<file path="src/rtl/ysyx_22040237_idu_pkg.sv">
// Shared constants and decoded-entry layout for the decode/issue stage.
package ysyx_22040237_idu_pkg;

  localparam int IDU_XLEN = 64;

  localparam logic [7:0] INST_NOP = 8'h00;
  localparam logic [7:0] INST_ADD = 8'h01;

  localparam logic [6:0] RV_OP     = 7'b0110011;
  localparam logic [6:0] RV_OP_IMM = 7'b0010011;
  localparam logic [6:0] RV_LUI    = 7'b0110111;
  localparam logic [6:0] RV_AUIPC  = 7'b0010111;
  localparam logic [6:0] RV_SYSTEM = 7'b1110011;

  localparam logic [31:0] RV_EBREAK = 32'h00100073;

  typedef enum logic {
    ST_RUN,
    ST_HALT
  } idu_state_t;

  typedef struct packed {
    logic [IDU_XLEN-1:0] pc;
    logic [IDU_XLEN-1:0] op1;
    logic [IDU_XLEN-1:0] op2;
    logic [7:0]          opcode;
    logic [4:0]          rd;
    logic                rd_wen;
    logic                ebreak;
  } idu_entry_t;

endpackage

</file>
<file path="src/rtl/ysyx_22040237_idu_fifo.sv">
// Generic synchronous FIFO with occupancy count; pointers reset, storage does not.
module ysyx_22040237_idu_fifo #(
  parameter int FIFO_DEPTH = 2,
  parameter int WIDTH      = 8
) (
  input  logic                        clk,
  input  logic                        rst,
  input  logic                        push,
  input  logic [WIDTH-1:0]            wr_data,
  input  logic                        pop,
  output logic [WIDTH-1:0]            rd_data,
  output logic [$clog2(FIFO_DEPTH):0] count,
  output logic                        full,
  output logic                        empty
);

  localparam int PW = $clog2(FIFO_DEPTH);
  localparam logic [PW-1:0] PTR_ONE  = PW'(1);
  localparam logic [PW:0]   CNT_ONE  = (PW+1)'(1);
  localparam logic [PW:0]   FULL_CNT = (PW+1)'(FIFO_DEPTH);

  logic [WIDTH-1:0] mem [FIFO_DEPTH];
  logic [PW-1:0]    wr_ptr;
  logic [PW-1:0]    rd_ptr;
  logic [PW:0]      cnt;
  logic             do_push;
  logic             do_pop;

  assign do_push = push & ~full;
  assign do_pop  = pop & ~empty;

  // Depth is a power of two, so pointers wrap by plain overflow.
  always_ff @(posedge clk or negedge rst) begin
    if (!rst) begin
      wr_ptr <= '0;
      rd_ptr <= '0;
      cnt    <= '0;
    end else begin
      if (do_push) wr_ptr <= wr_ptr + PTR_ONE;
      if (do_pop)  rd_ptr <= rd_ptr + PTR_ONE;
      case ({do_push, do_pop})
        2'b10:   cnt <= cnt + CNT_ONE;
        2'b01:   cnt <= cnt - CNT_ONE;
        default: cnt <= cnt;
      endcase
    end
  end

  always_ff @(posedge clk) begin
    if (do_push) mem[wr_ptr] <= wr_data;
  end

  assign rd_data = mem[rd_ptr];
  assign count   = cnt;
  assign full    = (cnt == FULL_CNT);
  assign empty   = (cnt == '0);

endmodule

</file>
<file path="src/rtl/ysyx_22040237_idu.sv">
// Decode/issue stage: RV64I ADD/ADDI/LUI/AUIPC/EBREAK into a small issue FIFO with a busy scoreboard.
// Define YSYX_22040237_WB_BYPASS_EN to forward the writeback port straight into operand read.
module ysyx_22040237_idu
  import ysyx_22040237_idu_pkg::*;
#(
  parameter int FIFO_DEPTH = 2,
  parameter int XLEN       = 64
) (
  input  logic            clk,
  input  logic            rst,
  input  logic            if_valid,
  output logic            if_ready,
  input  logic [XLEN-1:0] if_pc,
  input  logic [31:0]     if_inst,
  output logic [4:0]      rf_rs1_addr,
  input  logic [XLEN-1:0] rf_rs1_data,
  output logic [4:0]      rf_rs2_addr,
  input  logic [XLEN-1:0] rf_rs2_data,
  input  logic            wb_en,
  input  logic [4:0]      wb_addr,
  input  logic [XLEN-1:0] wb_data,
  output logic            ex_valid,
  input  logic            ex_ready,
  output logic [7:0]      inst_opcode,
  output logic [XLEN-1:0] op1,
  output logic [XLEN-1:0] op2,
  output logic [4:0]      ex_rd_addr,
  output logic            ex_rd_wen,
  output logic            inst_ebreak,
  output logic [XLEN-1:0] ex_pc,
  output logic            halted
);

  localparam int ENTRY_W = $bits(idu_entry_t);

  logic [6:0]  rv_op;
  logic [2:0]  funct3;
  logic [6:0]  funct7;
  logic [4:0]  rs1;
  logic [4:0]  rs2;
  logic [4:0]  rd;
  logic        is_add, is_addi, is_lui, is_auipc, is_ebreak;
  logic        byp1, byp2, hazard, fire_in;
  logic signed [XLEN-1:0] imm_i_p0;
  logic signed [XLEN-1:0] imm_u_p0;
  logic [XLEN-1:0] rs1_val_p0;
  logic [XLEN-1:0] rs2_val_p0;
  logic [31:0]     busy, busy_nxt;
  idu_state_t      state, state_nxt;
  idu_entry_t      dec_p0, head_p1;
  logic            vld_p1;
  logic [ENTRY_W-1:0]          fifo_rd;
  logic [$clog2(FIFO_DEPTH):0] fifo_count;
  logic                        fifo_full, fifo_empty;

  assign rv_op  = if_inst[6:0];
  assign rd     = if_inst[11:7];
  assign funct3 = if_inst[14:12];
  assign rs1    = if_inst[19:15];
  assign rs2    = if_inst[24:20];
  assign funct7 = if_inst[31:25];

  assign rf_rs1_addr = rs1;
  assign rf_rs2_addr = rs2;

  assign is_add    = (rv_op == RV_OP) & (funct3 == 3'b000) & (funct7 == 7'b0000000);
  assign is_addi   = (rv_op == RV_OP_IMM) & (funct3 == 3'b000);
  assign is_lui    = (rv_op == RV_LUI);
  assign is_auipc  = (rv_op == RV_AUIPC);
  assign is_ebreak = (rv_op == RV_SYSTEM) & (if_inst[31:7] == RV_EBREAK[31:7]);

  assign imm_i_p0 = {{(XLEN-12){if_inst[31]}}, if_inst[31:20]};
  assign imm_u_p0 = {{(XLEN-32){if_inst[31]}}, if_inst[31:12], 12'h000};

`ifdef YSYX_22040237_WB_BYPASS_EN
  assign byp1 = wb_en & (wb_addr == rs1);
  assign byp2 = wb_en & (wb_addr == rs2);
`else
  assign byp1 = 1'b0;
  assign byp2 = 1'b0;
`endif

  assign rs1_val_p0 = (rs1 == 5'd0) ? '0 : (byp1 ? wb_data : rf_rs1_data);
  assign rs2_val_p0 = (rs2 == 5'd0) ? '0 : (byp2 ? wb_data : rf_rs2_data);

  // Only ADD/ADDI actually consume register sources, so only they can stall.
  assign hazard = ((is_add | is_addi) & (rs1 != 5'd0) & busy[rs1] & ~byp1) |
                  (is_add & (rs2 != 5'd0) & busy[rs2] & ~byp2);

  assign if_ready = rst & (state == ST_RUN) & ~fifo_full & ~hazard;
  assign fire_in  = if_valid & if_ready;

  always_comb begin
    dec_p0        = '0;
    dec_p0.pc     = if_pc;
    dec_p0.rd     = rd;
    dec_p0.opcode = INST_NOP;
    if (is_add) begin
      dec_p0.opcode = INST_ADD;
      dec_p0.op1    = rs1_val_p0;
      dec_p0.op2    = rs2_val_p0;
      dec_p0.rd_wen = 1'b1;
    end else if (is_addi) begin
      dec_p0.opcode = INST_ADD;
      dec_p0.op1    = rs1_val_p0;
      dec_p0.op2    = imm_i_p0;
      dec_p0.rd_wen = 1'b1;
    end else if (is_lui) begin
      dec_p0.opcode = INST_ADD;
      dec_p0.op2    = imm_u_p0;
      dec_p0.rd_wen = 1'b1;
    end else if (is_auipc) begin
      dec_p0.opcode = INST_ADD;
      dec_p0.op1    = if_pc;
      dec_p0.op2    = imm_u_p0;
      dec_p0.rd_wen = 1'b1;
    end else if (is_ebreak) begin
      dec_p0.ebreak = 1'b1;
    end
    if (rd == 5'd0) dec_p0.rd_wen = 1'b0;
  end

  // Clear first so that a same-cycle issue to the same register keeps it busy.
  always_comb begin
    busy_nxt = busy;
    if (wb_en) busy_nxt[wb_addr] = 1'b0;
    if (fire_in & dec_p0.rd_wen) busy_nxt[rd] = 1'b1;
  end

  always_ff @(posedge clk or negedge rst) begin
    if (!rst) busy <= '0;
    else      busy <= busy_nxt;
  end

  always_comb begin
    state_nxt = state;
    if ((state == ST_RUN) & fire_in & dec_p0.ebreak) state_nxt = ST_HALT;
  end

  always_ff @(posedge clk or negedge rst) begin
    if (!rst) state <= ST_RUN;
    else      state <= state_nxt;
  end

  assign halted = (state == ST_HALT);

  // ---- p0 -> p1: decoded entry enters the issue FIFO ----
  ysyx_22040237_idu_fifo #(
    .FIFO_DEPTH(FIFO_DEPTH),
    .WIDTH     (ENTRY_W)
  ) u_fifo (
    .clk    (clk),
    .rst    (rst),
    .push   (fire_in),
    .wr_data(dec_p0),
    .pop    (ex_valid & ex_ready),
    .rd_data(fifo_rd),
    .count  (fifo_count),
    .full   (fifo_full),
    .empty  (fifo_empty)
  );

  // Storage is not reset, so an empty FIFO presents an all-zero head.
  assign vld_p1  = ~fifo_empty;
  assign head_p1 = (fifo_count != '0) ? idu_entry_t'(fifo_rd) : '0;

  assign ex_valid    = vld_p1;
  assign inst_opcode = head_p1.opcode;
  assign op1         = head_p1.op1;
  assign op2         = head_p1.op2;
  assign ex_rd_addr  = head_p1.rd;
  assign ex_rd_wen   = head_p1.rd_wen;
  assign inst_ebreak = head_p1.ebreak;
  assign ex_pc       = head_p1.pc;

endmodule

</file>
<file path="config.mk">
export PLATFORM = sky130hd
export DESIGN_NAME = ysyx_22040237_idu
export DESIGN_NICKNAME = d
export VERILOG_FILES = /design/src/rtl/ysyx_22040237_idu_pkg.sv /design/src/rtl/ysyx_22040237_idu_fifo.sv /design/src/rtl/ysyx_22040237_idu.sv
export SDC_FILE = /design/constraint.sdc
export NUM_CORES = 1
export LEC_CHECK = 0
export ABC_AREA = 1
export BUFFER_PORTS_ARGS = -buffer_cell sky130_fd_sc_hd__buf_2
export CAP_MARGIN = 40
export CORE_ASPECT_RATIO = 0.75
export CORE_UTILIZATION = 49
export CTS_CLUSTER_SIZE = 12
export DETAILED_ROUTE_END_ITERATION = 6
export GPL_ROUTABILITY_DRIVEN = 0
export GPL_TIMING_DRIVEN = 0
export PLACE_DENSITY = 0.77
export SLEW_MARGIN = 20
export SYNTH_ARGS = -nofsm -noshare
export SYNTH_HDL_FRONTEND = slang
export SYNTH_HIERARCHICAL = 1
export SYNTH_SLANG_ARGS = --single-unit
</file>
<file path="constraint.sdc">
create_clock -name clk -period 10.49 [get_ports clk]
set_input_delay 1.5735 -clock clk [delete_from_list [all_inputs] [get_ports clk]]
set_output_delay 1.5735 -clock clk [all_outputs]
set_load 0.02 [all_outputs]
</file>
==> metrics.log <==
[metrics] filler cell count in the final layout: 3493
[metrics] Ys Warns: 6
[metrics] clock share of power: 0.430
[metrics] status: completed
[metrics] final worst clock skew: 18.1 ps
[metrics] worst slack at placement: 5560 ps
[metrics] fraction of final layout cells sized beyond drive strength 1: 0.215
[metrics] via count: 18400
[metrics] share of synthesized registers carrying an async set or reset: 0.0820
[metrics] Switching Power: 0.000750 W
[metrics] placeable core region: 0.0424 mm²
[metrics] maximum operating frequency: 200 MHz
[metrics] TritonCTS clock tree: yes
[metrics] number of placement rows: 65
[metrics] flip-flop and latch count after synthesis: 451
[metrics] final cycle utilization of the critical path: 0.477
[metrics] synthesized area: 0.0212 mm²
[metrics] Clock transition at path regs: 60 ps
[metrics] vias in the first global route: 17600
[metrics] vias per inst: 5.28
[metrics] clock tree root buffer cell: clkbuf_16
[metrics] critical path data required time: 8920 ps
[metrics] Post-CTS Setup Bufs: 0
[metrics] Final Hold Fails: 0
[metrics] largest net degree at the start of global routing: 83
[metrics] top fanout value on the critical path: 10
[metrics] crit path capture type: output port
[metrics] I/O pin count: 518
[metrics] final setup violation count: 0
[metrics] Worst VDD drop: 0.150 mV
[metrics] type of the tightest min-delay check: reg -> reg
[metrics] Max-Slew Margin vs Limit: 0.416
[metrics] source of the worst hold timing path: u_fifo/wr_ptr
[metrics] class of the most critical setup path: in -> out
[metrics] fraction of power consumed by combinational cells: 0.034
[metrics] Worst Slack Setup Final: 5480 ps
[metrics] wire per inst: 18.2 µm
[metrics] IO buf count: 448
[metrics] R2R Path End: u_fifo/mem[1][4]
[metrics] internal portion of total power: 0.00288 W
[metrics] leading cell types in the layout, fill and taps excluded: nand2_1 (916), buf_2 (499), edfxtp_1 (414), nor2_1 (254), inv_1 (252)
[metrics] drt pass-1 iters: 7
[metrics] global-route usage over all layers: 0.282
[metrics] worst-margin pin slew: 876 ps
[metrics] global-route wire length before repair: 96900 µm
[metrics] Endpoint, Worst Hold: u_fifo/wr_ptr
[metrics] unrepaired setup endpoints after global routing: false
[metrics] clk sink count: 451
[metrics] nets: 3171
[metrics] antenna violations before repair: 11
[metrics] overflow left after global routing: 0
[metrics] Synth Area per Inst: 9.05 µm²
[metrics] wirelength, routed: 63400 µm
[metrics] RR Startpoint: busy[18]
[metrics] switching share of power: 0.207
[metrics] htree depth: 2
[metrics] Cell variety after synth: 29
[metrics] CTS buffer count: 48
[metrics] horizontal die dimension: 242 µm
[metrics] pwr dens: 139 mW/mm²
[metrics] area taken by multi-input logic gates: 0.00621 mm²
[metrics] post-detail-place hpwl: 46100 µm
[metrics] worst-skew pair later-pin latency: 560 ps
[metrics] most common library cell in the layout ignoring fill and taps: nand2_1
[metrics] FF+latch area: 0.0134 mm²
[metrics] post-synthesis sequential area ratio: 0.630
[metrics] area added between synthesis and finish: 22.7%
[metrics] Die Span Y: 182 µm
[metrics] number of design rule violations left after detail routing: 0
[metrics] kind of launch point of the worst setup path: input pin
[metrics] die area: 0.0441 mm²
[metrics] cell depth of the worst hold path: 2
[metrics] total of cells resized after clock tree synthesis: 0
[metrics] post-route ant nets: 0
[metrics] shortest clock period the worst path allows after layout: 5010 ps
[metrics] leading register cell type out of synthesis: edfxtp_1
[metrics] hold-fix buffers at CTS: 0
[metrics] number of max-slew violations in the final report: 0
[metrics] count of maximum capacitance violations: 0
[metrics] data arrival time of the worst path: 3430 ps
[metrics] fraction of power consumed by sequential logic: 0.536
[metrics] starting density of the core: 0.501
[metrics] R2R Setup Slk: 7490 ps
[metrics] maximum buffer depth of the clock tree: 3
[metrics] LEAKAGE: 13.2 nW
[metrics] R2R depth: 15
[metrics] number of enable-type register cells in the synthesized netlist: 414
[metrics] cells after synthesis: 2345
[metrics] Final Util: 0.614
[metrics] initial detailed-routing violation count: 2134
==> sequential cells by signal, summed over array words and instances, names as in the netlist <==
| register | flops |
|---|---|
| u_fifo/mem | 414 |
| halted | 1 |
| u_fifo/wr_ptr | 1 |
| u_fifo/rd_ptr | 1 |
| busy | 32 |
| u_fifo/count | 2 |
==> worst max-delay path, cell delays in order <==
cell     delay (ps)
buf_2           110
nor2_1          100
nand2_1         160
nor3_1          430
nand3_1         120
a21oi_1         240
nand2_1         100
nor2_2          180
nor2_4          100
buf_6           150
buf_2           160
==> how the worst max path moves through the flow <==
stage / start / endpoint / cells after the start
finish: if_inst[27] / if_ready / 11
global placement: rst / u_fifo/mem[1][71] / 7
detailed placement: if_inst[27] / if_ready / 11
CTS: if_inst[27] / if_ready / 11
global route: if_inst[27] / if_ready / 11
floorplan: if_inst[21] / u_fifo/mem[1][0] / 11
==> cell type report <==
cell class / instances / share of cell area
multi-input combinational: 1511 / 0.239
tap: 569 / 0.0273
inverter: 257 / 0.0374
buffer: 139 / 0.0283
sequential: 451 / 0.513
antenna: 13 / 0.00125
clock inverter: 20 / 0.00500
timing repair buffer: 464 / 0.0999
clock buffer: 57 / 0.0490
==> layer usage <==
layer  global-route usage  share of wire  up-vias
met3               0.0481          0.094      189
li1                     -              -     8552
met5                    0              0        -
met2                0.448           0.46     1031
met1                0.381           0.40     8605
met4                0.129          0.046        0
==> cells in the mapped netlist, drive strengths merged, types with 2 or more instances <==
| library cell | instances | area [µm²] |
|---|---|---|
| nand2 | 918 | 3450 |
| edfxtp | 414 | 12400 |
| nor2 | 257 | 975 |
| inv | 256 | 963 |
| nand3 | 213 | 1070 |
| buf | 89 | 548 |
| clkbuf | 50 | 188 |
| o21ai | 44 | 220 |
| dfrtp | 37 | 926 |
| nand4 | 34 | 213 |
| o211ai | 18 | 135 |
| nor3 | 4 | 20.0 |
| a21oi | 2 | 13.8 |
| nor3b | 2 | 15.0 |
| o21a | 2 | 15.0 |
==> cells by family after synthesis <==
| kind of cell | after synthesis | share of synthesized area |
|---|---|---|
| compound gates | 66 | 0.0181 |
| xor+xnor | 1 | 0.000413 |
| fa+ha+maj | 1 | 0.000590 |
| buf+inv | 396 | 0.0803 |
| flops | 451 | 0.630 |
| other cells | 1 | 0.000177 |
| simple gates | 1429 | 0.271 |
==> through the flow <==
step	area, µm²	power (W)	hold WS, ps	setup TNS [ps]	std cells
global placement	24200	0.00210	463	-317710	3375
global route	26000	0.00373	536	0	3478
CTS	26000	0.00365	511	0	3467
detailed placement	24600	0.00210	495	0	3390
finish	26000	0.00363	521	0	3481
floorplan	21300	0.00202	450	0	2358
==> power by group through the flow <==
stage               sequential (W)  combinational, W  clock (W)
floorplan                  0.00198         0.0000411          0
global placement           0.00198          0.000114          0
detailed placement         0.00198          0.000118          0
CTS                        0.00195          0.000118    0.00158
global route               0.00194          0.000132    0.00165
finish                     0.00195          0.000122    0.00156
(Power assumes the default switching activity.)
